<file path="src/rtl/serial_mouse_tx_emu_if.sv">
// serial_mouse_tx_emu_if: host mouse inputs, RTS handshake and serial line of the mouse emulator.
interface serial_mouse_tx_emu_if;
  logic [7:0] mouse_dx;
  logic [7:0] mouse_dy;
  logic [1:0] mouse_btn;
  logic mouse_upd;
  logic serial_mouse_rts;
  logic serial_mouse_tx;
  logic busy;
  modport master(output mouse_dx, mouse_dy, mouse_btn, mouse_upd, serial_mouse_rts, input serial_mouse_tx, busy);
  modport slave(input mouse_dx, mouse_dy, mouse_btn, mouse_upd, serial_mouse_rts, output serial_mouse_tx, busy);
endinterface

</file>
<file path="src/rtl/serial_mouse_tx_emu.sv">
// serial_mouse_tx_emu: Microsoft serial mouse emulator, 7N1 packets plus 'M' ident on RTS rise.
module serial_mouse_tx_emu #(
  parameter int BAUD_DIV = 23863,
  parameter int ID_GAP_BITS = 2
) (
  input logic clk_vga,
  input logic reset_wire,
  serial_mouse_tx_emu_if.slave bus
);
  typedef enum logic [2:0] {OFF, GAP, ID, IDLE, B1, B2, B3} state_t;
  localparam int CW = BAUD_DIV > 1 ? $clog2(BAUD_DIV) : 1;
  localparam int BW = ID_GAP_BITS > 9 ? $clog2(ID_GAP_BITS) : 4;
  state_t state, state_n;
  logic [CW-1:0] cnt, cnt_n;
  logic [BW-1:0] bit_idx, bit_n;
  logic [2:0] rts_q, vld;
  logic [7:0] acc_x, acc_y, base_x, base_y, px, py;
  logic [1:0] last_btn, pb;
  logic [6:0] cur;
  logic [8:0] frame;
  logic rts_s, rise, bit_end, frame_end, trig, take, clr;
  function automatic logic [7:0] sat(input logic [8:0] s);
    return s[8] == s[7] ? s[7:0] : {s[8], {7{~s[8]}}};
  endfunction
  assign rts_s = rts_q[1];
  // vld keeps the reset-cleared synchronizer from faking a rising edge when RTS is already high
  assign rise = rts_q[1] & ~rts_q[2] & vld[2];
  assign bit_end = cnt == CW'(BAUD_DIV - 1);
  assign frame_end = bit_end && bit_idx == BW'(8);
  assign trig = acc_x != 8'd0 || acc_y != 8'd0 || bus.mouse_btn != last_btn;
  assign take = state == IDLE && trig && rts_s;
  assign clr = !rts_s || take;
  assign base_x = clr ? 8'd0 : acc_x;
  assign base_y = clr ? 8'd0 : acc_y;
  always_comb begin
    state_n = state;
    cnt_n = bit_end ? '0 : cnt + CW'(1);
    bit_n = bit_idx + BW'(bit_end);
    case (state)
      OFF: if (rise) state_n = GAP;
      GAP: if (bit_end && bit_idx == BW'(ID_GAP_BITS - 1)) state_n = ID;
      ID: if (frame_end) state_n = IDLE;
      IDLE: if (trig) state_n = B1;
      B1: if (frame_end) state_n = B2;
      B2: if (frame_end) state_n = B3;
      B3: if (frame_end) state_n = IDLE;
      default: state_n = OFF;
    endcase
    if (!rts_s) state_n = OFF;
    if (state_n != state || state == OFF || state == IDLE) begin
      cnt_n = '0;
      bit_n = '0;
    end
  end
  always_ff @(posedge clk_vga or posedge reset_wire)
    if (reset_wire) begin
      state <= OFF;
      cnt <= '0;
      bit_idx <= '0;
    end else begin
      state <= state_n;
      cnt <= cnt_n;
      bit_idx <= bit_n;
    end
  always_ff @(posedge clk_vga or posedge reset_wire)
    if (reset_wire) begin
      rts_q <= '0;
      vld <= '0;
      acc_x <= '0;
      acc_y <= '0;
      last_btn <= '0;
      px <= '0;
      py <= '0;
      pb <= '0;
    end else begin
      rts_q <= {rts_q[1:0], bus.serial_mouse_rts};
      vld <= {vld[1:0], 1'b1};
      acc_x <= !rts_s ? 8'd0 : bus.mouse_upd ? sat({base_x[7], base_x} + {bus.mouse_dx[7], bus.mouse_dx}) : base_x;
      acc_y <= !rts_s ? 8'd0 : bus.mouse_upd ? sat({base_y[7], base_y} + {bus.mouse_dy[7], bus.mouse_dy}) : base_y;
      if (clr) last_btn <= bus.mouse_btn;
      if (take) begin
        px <= acc_x;
        py <= acc_y;
        pb <= bus.mouse_btn;
      end
    end
  assign cur = state == ID ? 7'h4D :
               state == B1 ? {1'b1, pb[0], pb[1], py[7:6], px[7:6]} :
               state == B2 ? {1'b0, px[5:0]} : {1'b0, py[5:0]};
  assign frame = {1'b1, cur, 1'b0};
  assign bus.serial_mouse_tx = state inside {ID, B1, B2, B3} ? frame[bit_idx[3:0]] : 1'b1;
  assign bus.busy = !(state inside {OFF, IDLE});
endmodule
</file>
<file path="src/flat_wrapper.sv">
// flat-port wrapper written by rule: the top's interface ports become plain ports
module serial_mouse_tx_emu_flat 
#(
  parameter int BAUD_DIV = 23863,
  parameter int ID_GAP_BITS = 2
)
  (clk_vga, reset_wire, bus_mouse_dx, bus_mouse_dy, bus_mouse_btn, bus_mouse_upd, bus_serial_mouse_rts, bus_serial_mouse_tx, bus_busy);
  serial_mouse_tx_emu_if bus_i ();
  input logic clk_vga;
  input logic reset_wire;
  input wire logic [$bits(bus_i.mouse_dx)-1:0] bus_mouse_dx;
  input wire logic [$bits(bus_i.mouse_dy)-1:0] bus_mouse_dy;
  input wire logic [$bits(bus_i.mouse_btn)-1:0] bus_mouse_btn;
  input wire logic [$bits(bus_i.mouse_upd)-1:0] bus_mouse_upd;
  input wire logic [$bits(bus_i.serial_mouse_rts)-1:0] bus_serial_mouse_rts;
  output wire logic [$bits(bus_i.serial_mouse_tx)-1:0] bus_serial_mouse_tx;
  output wire logic [$bits(bus_i.busy)-1:0] bus_busy;
  assign bus_i.mouse_dx = bus_mouse_dx;
  assign bus_i.mouse_dy = bus_mouse_dy;
  assign bus_i.mouse_btn = bus_mouse_btn;
  assign bus_i.mouse_upd = bus_mouse_upd;
  assign bus_i.serial_mouse_rts = bus_serial_mouse_rts;
  assign bus_serial_mouse_tx = bus_i.serial_mouse_tx;
  assign bus_busy = bus_i.busy;
  serial_mouse_tx_emu #(.BAUD_DIV(BAUD_DIV), .ID_GAP_BITS(ID_GAP_BITS)) u_core (.clk_vga(clk_vga), .reset_wire(reset_wire), .bus(bus_i));
endmodule
</file>
<file path="config.mk">
export PLATFORM = sky130hd
export DESIGN_NAME = serial_mouse_tx_emu_flat
export DESIGN_NICKNAME = d
export VERILOG_FILES = /design/src/rtl/serial_mouse_tx_emu_if.sv /design/src/rtl/serial_mouse_tx_emu.sv /design/src/flat_wrapper.sv
export SDC_FILE = /design/constraint.sdc
export NUM_CORES = 1
export LEC_CHECK = 0
export BUFFER_PORTS_ARGS = -buffer_cell sky130_fd_sc_hd__buf_2
export CAP_MARGIN = 20
export CORE_MARGIN = 10
export CORE_UTILIZATION = 40
export DETAILED_ROUTE_END_ITERATION = 10
export PLACE_DENSITY = 0.67
export SLEW_MARGIN = 20
export SYNTH_ARGS = -nofsm -noshare
export SYNTH_HDL_FRONTEND = slang
export SYNTH_SLANG_ARGS = --single-unit
</file>
<file path="constraint.sdc">
create_clock -name clk_vga -period 3.9 [get_ports clk_vga]
set_clock_uncertainty 0.2 [all_clocks]
set_input_delay 0.195 -clock clk_vga [delete_from_list [all_inputs] [get_ports clk_vga]]
set_output_delay 0.195 -clock clk_vga [all_outputs]
set_load 0.01 [all_outputs]
</file>
* Word level (Yosys, flattened, before mapping) *
Index checks and enable logic that the tools add are counted.

storage, ports and cells
  flip-flop bits (word level) = 64
  input port bits = 22
  output and inout port bits = 2
  logic and storage cells = 76

operators by class
  add/subtract/negate cells = 4
  magnitude comparators = 1
  equal/unequal tests = 13
  multiplexer cells = 25
  bitwise gates (word level) = 5
  reductions and logical operators = 17

operators with widths
  cell                                                count
  2-to-1 mux 8 bit                                    8
  2-to-1 mux 15 bit                                   2
  2-to-1 mux 3 bit                                    7
  adder 8 x 8 -> 9 bit                                2
  one-hot mux 3 bit (6 select lines)                  1
  nonzero test 8 bit                                  2
  adder 15 x 1 -> 15 bit, second input constant       1
  == test 15 bit, second input constant               1
  2-to-1 mux 7 bit                                    2
  == test 3 bit, second input constant                3
  == test 3 x 2 -> 1 bit, second input constant       2
  2-to-1 mux 6 bit                                    1
  logical OR 1 bit                                    5
  < comparator 4 x 5 -> 1 bit, second input constant  1
  adder 4 x 1 -> 4 bit                                1
  binary-select mux 1 bit (select 4 bit)              1
  == test 4 x 1 -> 1 bit, second input constant       1
  == test 4 bit, second input constant                1
  logical AND 1 bit                                   4
  2-to-1 mux 4 bit                                    1
  nonzero test 4 bit                                  1
  == test 3 x 1 -> 1 bit, second input constant       1
  zero test 3 bit                                     1
  inequality test 3 bit                               1
  other kinds (8)                                     14

* Longest topological paths before layout *
  depth after elaboration = 12
  gate-level depth with buffers = 18
  gate-level depth less buffers = 15

* Least setup slack after synthesis *
Ideal clock, no wire load.

  path kind = register to register
  start point = register u_core.acc_y[4]
  end point = register u_core.acc_y[2]
  setup time = 0.129 ns
  arrival = 3.780 ns
  required time = 3.571 ns
  slack = -0.209 ns
  cell stages (with the launch flop) = 16
  buffers on the path = 2
  clock period less this slack = 4.109 ns
  cells stage by stage = dfrtp_1 clkbuf_1 nor4_1 nand4_1 o31ai_2 clkbuf_1 and2_1 ha_1 a21o_1 a41oi_1 o31ai_1 a311oi_1 o21bai_1 xnor2_1 nor3_1 o41a_1

on the way
  word-level cells in the longest chain between the ends = 12
  elaborated cells between the ends (all ways) = 13
  those cells by class = 1 x add/sub; 1 x eq/ne; 4 x mux; 1 x bitwise; 6 x reduce/logical

RTL lines
  item                                        RTL line                   RTL
  from (decl)                                 serial_mouse_tx_emu.sv:17  logic [7:0] acc_x, acc_y, base_x, base_y, px, py;
  from (signal assigned)                      serial_mouse_tx_emu.sv:79  acc_y <= !rts_s ? 8'd0 : bus.mouse_upd ? sat({base_y[7], base_y} + {bus.mouse_dy[7], bus.mouse_dy}) : base_y;
  nonzero test 8 bit                          serial_mouse_tx_emu.sv:30  assign trig = acc_x != 8'd0 || acc_y != 8'd0 || bus.mouse_btn != last_btn;
  logical OR 1 bit (2 in series)              serial_mouse_tx_emu.sv:30
  logical AND 1 bit (2 in series)             serial_mouse_tx_emu.sv:31  assign take = state == IDLE && trig && rts_s;
  logical OR 1 bit                            serial_mouse_tx_emu.sv:32  assign clr = !rts_s || take;
  2-to-1 mux 8 bit *                          serial_mouse_tx_emu.sv:34  assign base_y = clr ? 8'd0 : acc_y;
  adder 8 x 8 -> 9 bit                        serial_mouse_tx_emu.sv:79
  == test 1 bit or NOT 1 bit (tied branches)  serial_mouse_tx_emu.sv:23  return s[8] == s[7] ? s[7:0] : {s[8], {7{~s[8]}}};
  2-to-1 mux 8 bit                            serial_mouse_tx_emu.sv:23
  2-to-1 mux 8 bit * (2 in series)            serial_mouse_tx_emu.sv:79

Every way passes the cells marked *; elsewhere a longest branch is shown, timed or not.
A chain may end at the register's enable or synchronous reset.

* Final worst setup path *
  start point = register u_core.acc_y[3]
  end point = register u_core.acc_y[0]

The elaborated chain is that of the path after synthesis.

==> impl_results.md <==
- Post-synth EDFFs: 0
- Leak: 2.23 nW
- Clock power frac: 31.6%
- Asr flop ratio synth: 100%
- Gp weighted congestion: 0.872
- Synth-to-Final Area Change: 21.2%
- Worst EP required: 3.93 ns
- Final core occ: 50.2%
- Die Y: 124 um
- Vias in the first global route: 3455
- Post-Place Cells: 622
- Ys Warns: 0
- Fin cells: 654
- Slew headroom: 50.9%
- Routed len/inst: 16.0 um
- Congestion Overflow GR: 0
- Total power draw: 1.66 mW
- Initial antenna violation count: 0
- Fin. Hold Viols: 0
- HP Class: primary input to register
- Drt drc: 0
- #FFs+latches synth: 64
- Syn avg cell area: 9.30 um^2
- Power Density: 318 nW/um^2
- Initial core utilization: 41.4%
- Endpoints failing setup: 0
- Worst setup path class: register to register
- First-pass GRT wire length: 17200 um
- Flop pwr share: 43.0%
- Ys flop type: dfrtp_1
- Number of DRC markers in iteration 0: 217
- Tcrit/Tclk final: 98.2%
- Die W: 124 um
- Sink Count: 64
- Nets: 551
- Net Switching: 534 uW
- Logic pwr share: 25.4%
- Diodes inserted: 0
- Ports: 24
- Most common cell after layout, fill and taps aside: dfrtp_1
- Clk_lat worst skew: 0.35 ns
- H-tree depth: 3
- Max rail drop VDD: 170 uV
- Average via count per standard cell: 5.61
- Fin area: 5230 um^2
- TritonCTS clock tree: yes
- Fill cells: 958
- Row count: 37
- Max Buffers Root-to-Sink: 2
- Slew @ Worst Pin: 0.735 ns
- Post-route minimum period: 3.83 ns
- Unrepaired setup endpoints after global routing: true
- Maxcap violations: 0
- Vias: 3670
- Final wirelength: 10500 um
- Cell Int Power: 1.13 mW
- Syn nets: 502
- Highest clock rate: 261 MHz
- Antenna viol nets, final: 0
- Core area: 10400 um^2
- Max-slew violation count: 0
- Register area share after synthesis: 37.1%
- DR pass1 iterations: 4
- Sw Ratio: 32.1%
- Share of post-route cells with drive strength above 1: 28.8%
- Outcome: finished clean
- Crit path max fanout: 5
- Cell count after synthesis: 464
- Largest net degree at the start of global routing: 37
- WP data arrival: 3.86 ns
- CP endpoint kind: register
- Netlist cell types: 77
- Placed instance area: 4720 um^2
- Setup TNS: 0 ns
- Highest-count cells in the layout ignoring fill and taps: dfrtp_1 (64), nand2_1 (40), nor2_1 (38), buf_4 (34), buf_2 (23)
- Total CTS buffers: 9
- Critical Path Start Type: register
- Clk slew on worst S/H paths: 0.08 ns
- All-Layer GR Usage: 13.8%
- Final HPWL DP: 7700 um
- Synthesized area: 4320 um^2
- Port bufs: 23
- Root Driver: clkbuf_8
- Die area: 15300 um^2
## Yosys cell counts, types with 5 or more instances
master	instances	share of area, %
xor2_1	12	2.4
mux2_2	19	5.0
mux2i_1	8	1.9
dfrtp_1	64	37
o21ai_0	24	2.8
a31oi_1	7	1.0
and3_1	6	0.87
nor4_1	5	0.72
a21o_1	5	0.87
inv_1	19	1.7
nor2_1	38	3.3
and2_1	10	1.4
a2bb2oi_1	5	1.0
ha_1	14	4.1
nand2_1	42	3.7
xnor2_1	21	4.3
nor3_1	10	1.2
a21oi_1	16	1.9
nor2_4	8	2.1
nand3_1	13	1.5
o211ai_1	6	1.0
clkbuf_1	19	1.7
## kinds of logic after synthesis
| group | synth area share [%] |
|---|---|
| simple gates | 20.9 |
| buf+inv | 4.49 |
| xor+xnor | 6.70 |
| mux | 7.13 |
| fa+ha+maj | 5.45 |
| compound gates | 18.1 |
| flops | 37.1 |
| other cells | 0.0869 |
## final timing paths
kind | from | endpoint | slack, ns | cells past startpoint
worst max-delay path | u_core.acc_y[3] | u_core.acc_y[0] | 0.07 | 15
worst min-delay path | bus_mouse_upd | u_core.acc_x[7] | 0.08 | 2
worst max register to register | u_core.acc_y[3] | u_core.acc_y[0] | 0.07 | 15
worst min register to register | u_core.vld[1] | u_core.vld[2] | 0.15 | 0
max in group asynchronous | reset_wire | u_core.py[2] | 2.34 | 4
min in group asynchronous | reset_wire | u_core.cnt[1] | 0.26 | 3
## worst max-delay path: stages, from the launching register on
cell and delay [ns]:
dfrtp_1 0.41, nor4_2 0.29, nand4_1 0.20, o31ai_4 0.33, and2_4 0.23, ha_4 0.20, a21o_4 0.22, buf_6 0.12
a31oi_4 0.20, o31ai_4 0.09, a311oi_2 0.31, o21bai_1 0.14, xnor2_2 0.29, buf_4 0.18, o21ai_2 0.05, o221a_2 0.25
## per-stage QoR
stage	setup slack, ns	hold slack, ns
after global routing	-0.100	0.100
after floorplan	0.00898	0.0264
final	0.0698	0.0771
after global placement	0.110	0.0909
after CTS	0.00303	0.0458
after detailed placement	-0.0326	0.104
## flip-flops by register name (all words and copies together) (netlist names), 3 cells and up
| register | count |
|---|---|
| u_core.px | 8 |
| u_core.rts_q | 3 |
| u_core.cnt | 15 |
| u_core.acc_x | 8 |
| u_core.py | 8 |
| u_core.vld | 3 |
| u_core.state | 3 |
| u_core.bit_idx | 4 |
| u_core.acc_y | 8 |
## timing repair
action | CTS | global route
resized for setup | 1 | 34
gates cloned | 0 | 0
endpoints found under the setup margin | 5 | 14
pin swaps | 2 | 23
hold buffers | 4 | 0
hold endpoints to repair | 33 | 0
setup buffers | 0 | 12
## cell type report
class                           instances  area, um^2  area share (%)
Sequential cell                        64        1600            30.6
Timing Repair Buffer                   64         444            8.49
Clock inverter                          6        45.0           0.861
Clock buffer                           10         138            2.63
Multi-Input combinational cell        355        2760            52.8
Inverter                               19        71.3            1.36
Tap cell                              136         170            3.25
## power by group through the flow
stage,combinational (mW),sequential (mW),clock [mW]
CTS,0.358,0.713,0.530
global placement,0.346,0.725,0
finish,0.422,0.715,0.525
detailed placement,0.350,0.726,0
floorplan,0.248,0.721,0
global route,0.460,0.717,0.569
## routing by layer
layer / up-vias / track usage (%) / wire length (um) / share of wire (%)
li1: 1783 / - / - / -
met1: 1786 / 18.7 / 4820 / 46
met2: 84 / 21.3 / 4970 / 47
met3: 17 / 2.35 / 517 / 4.9
met4: 0 / 5.82 / 183 / 1.7
met5: - / 0 / 0 / 0
Power figures use the tool's default switching activity.
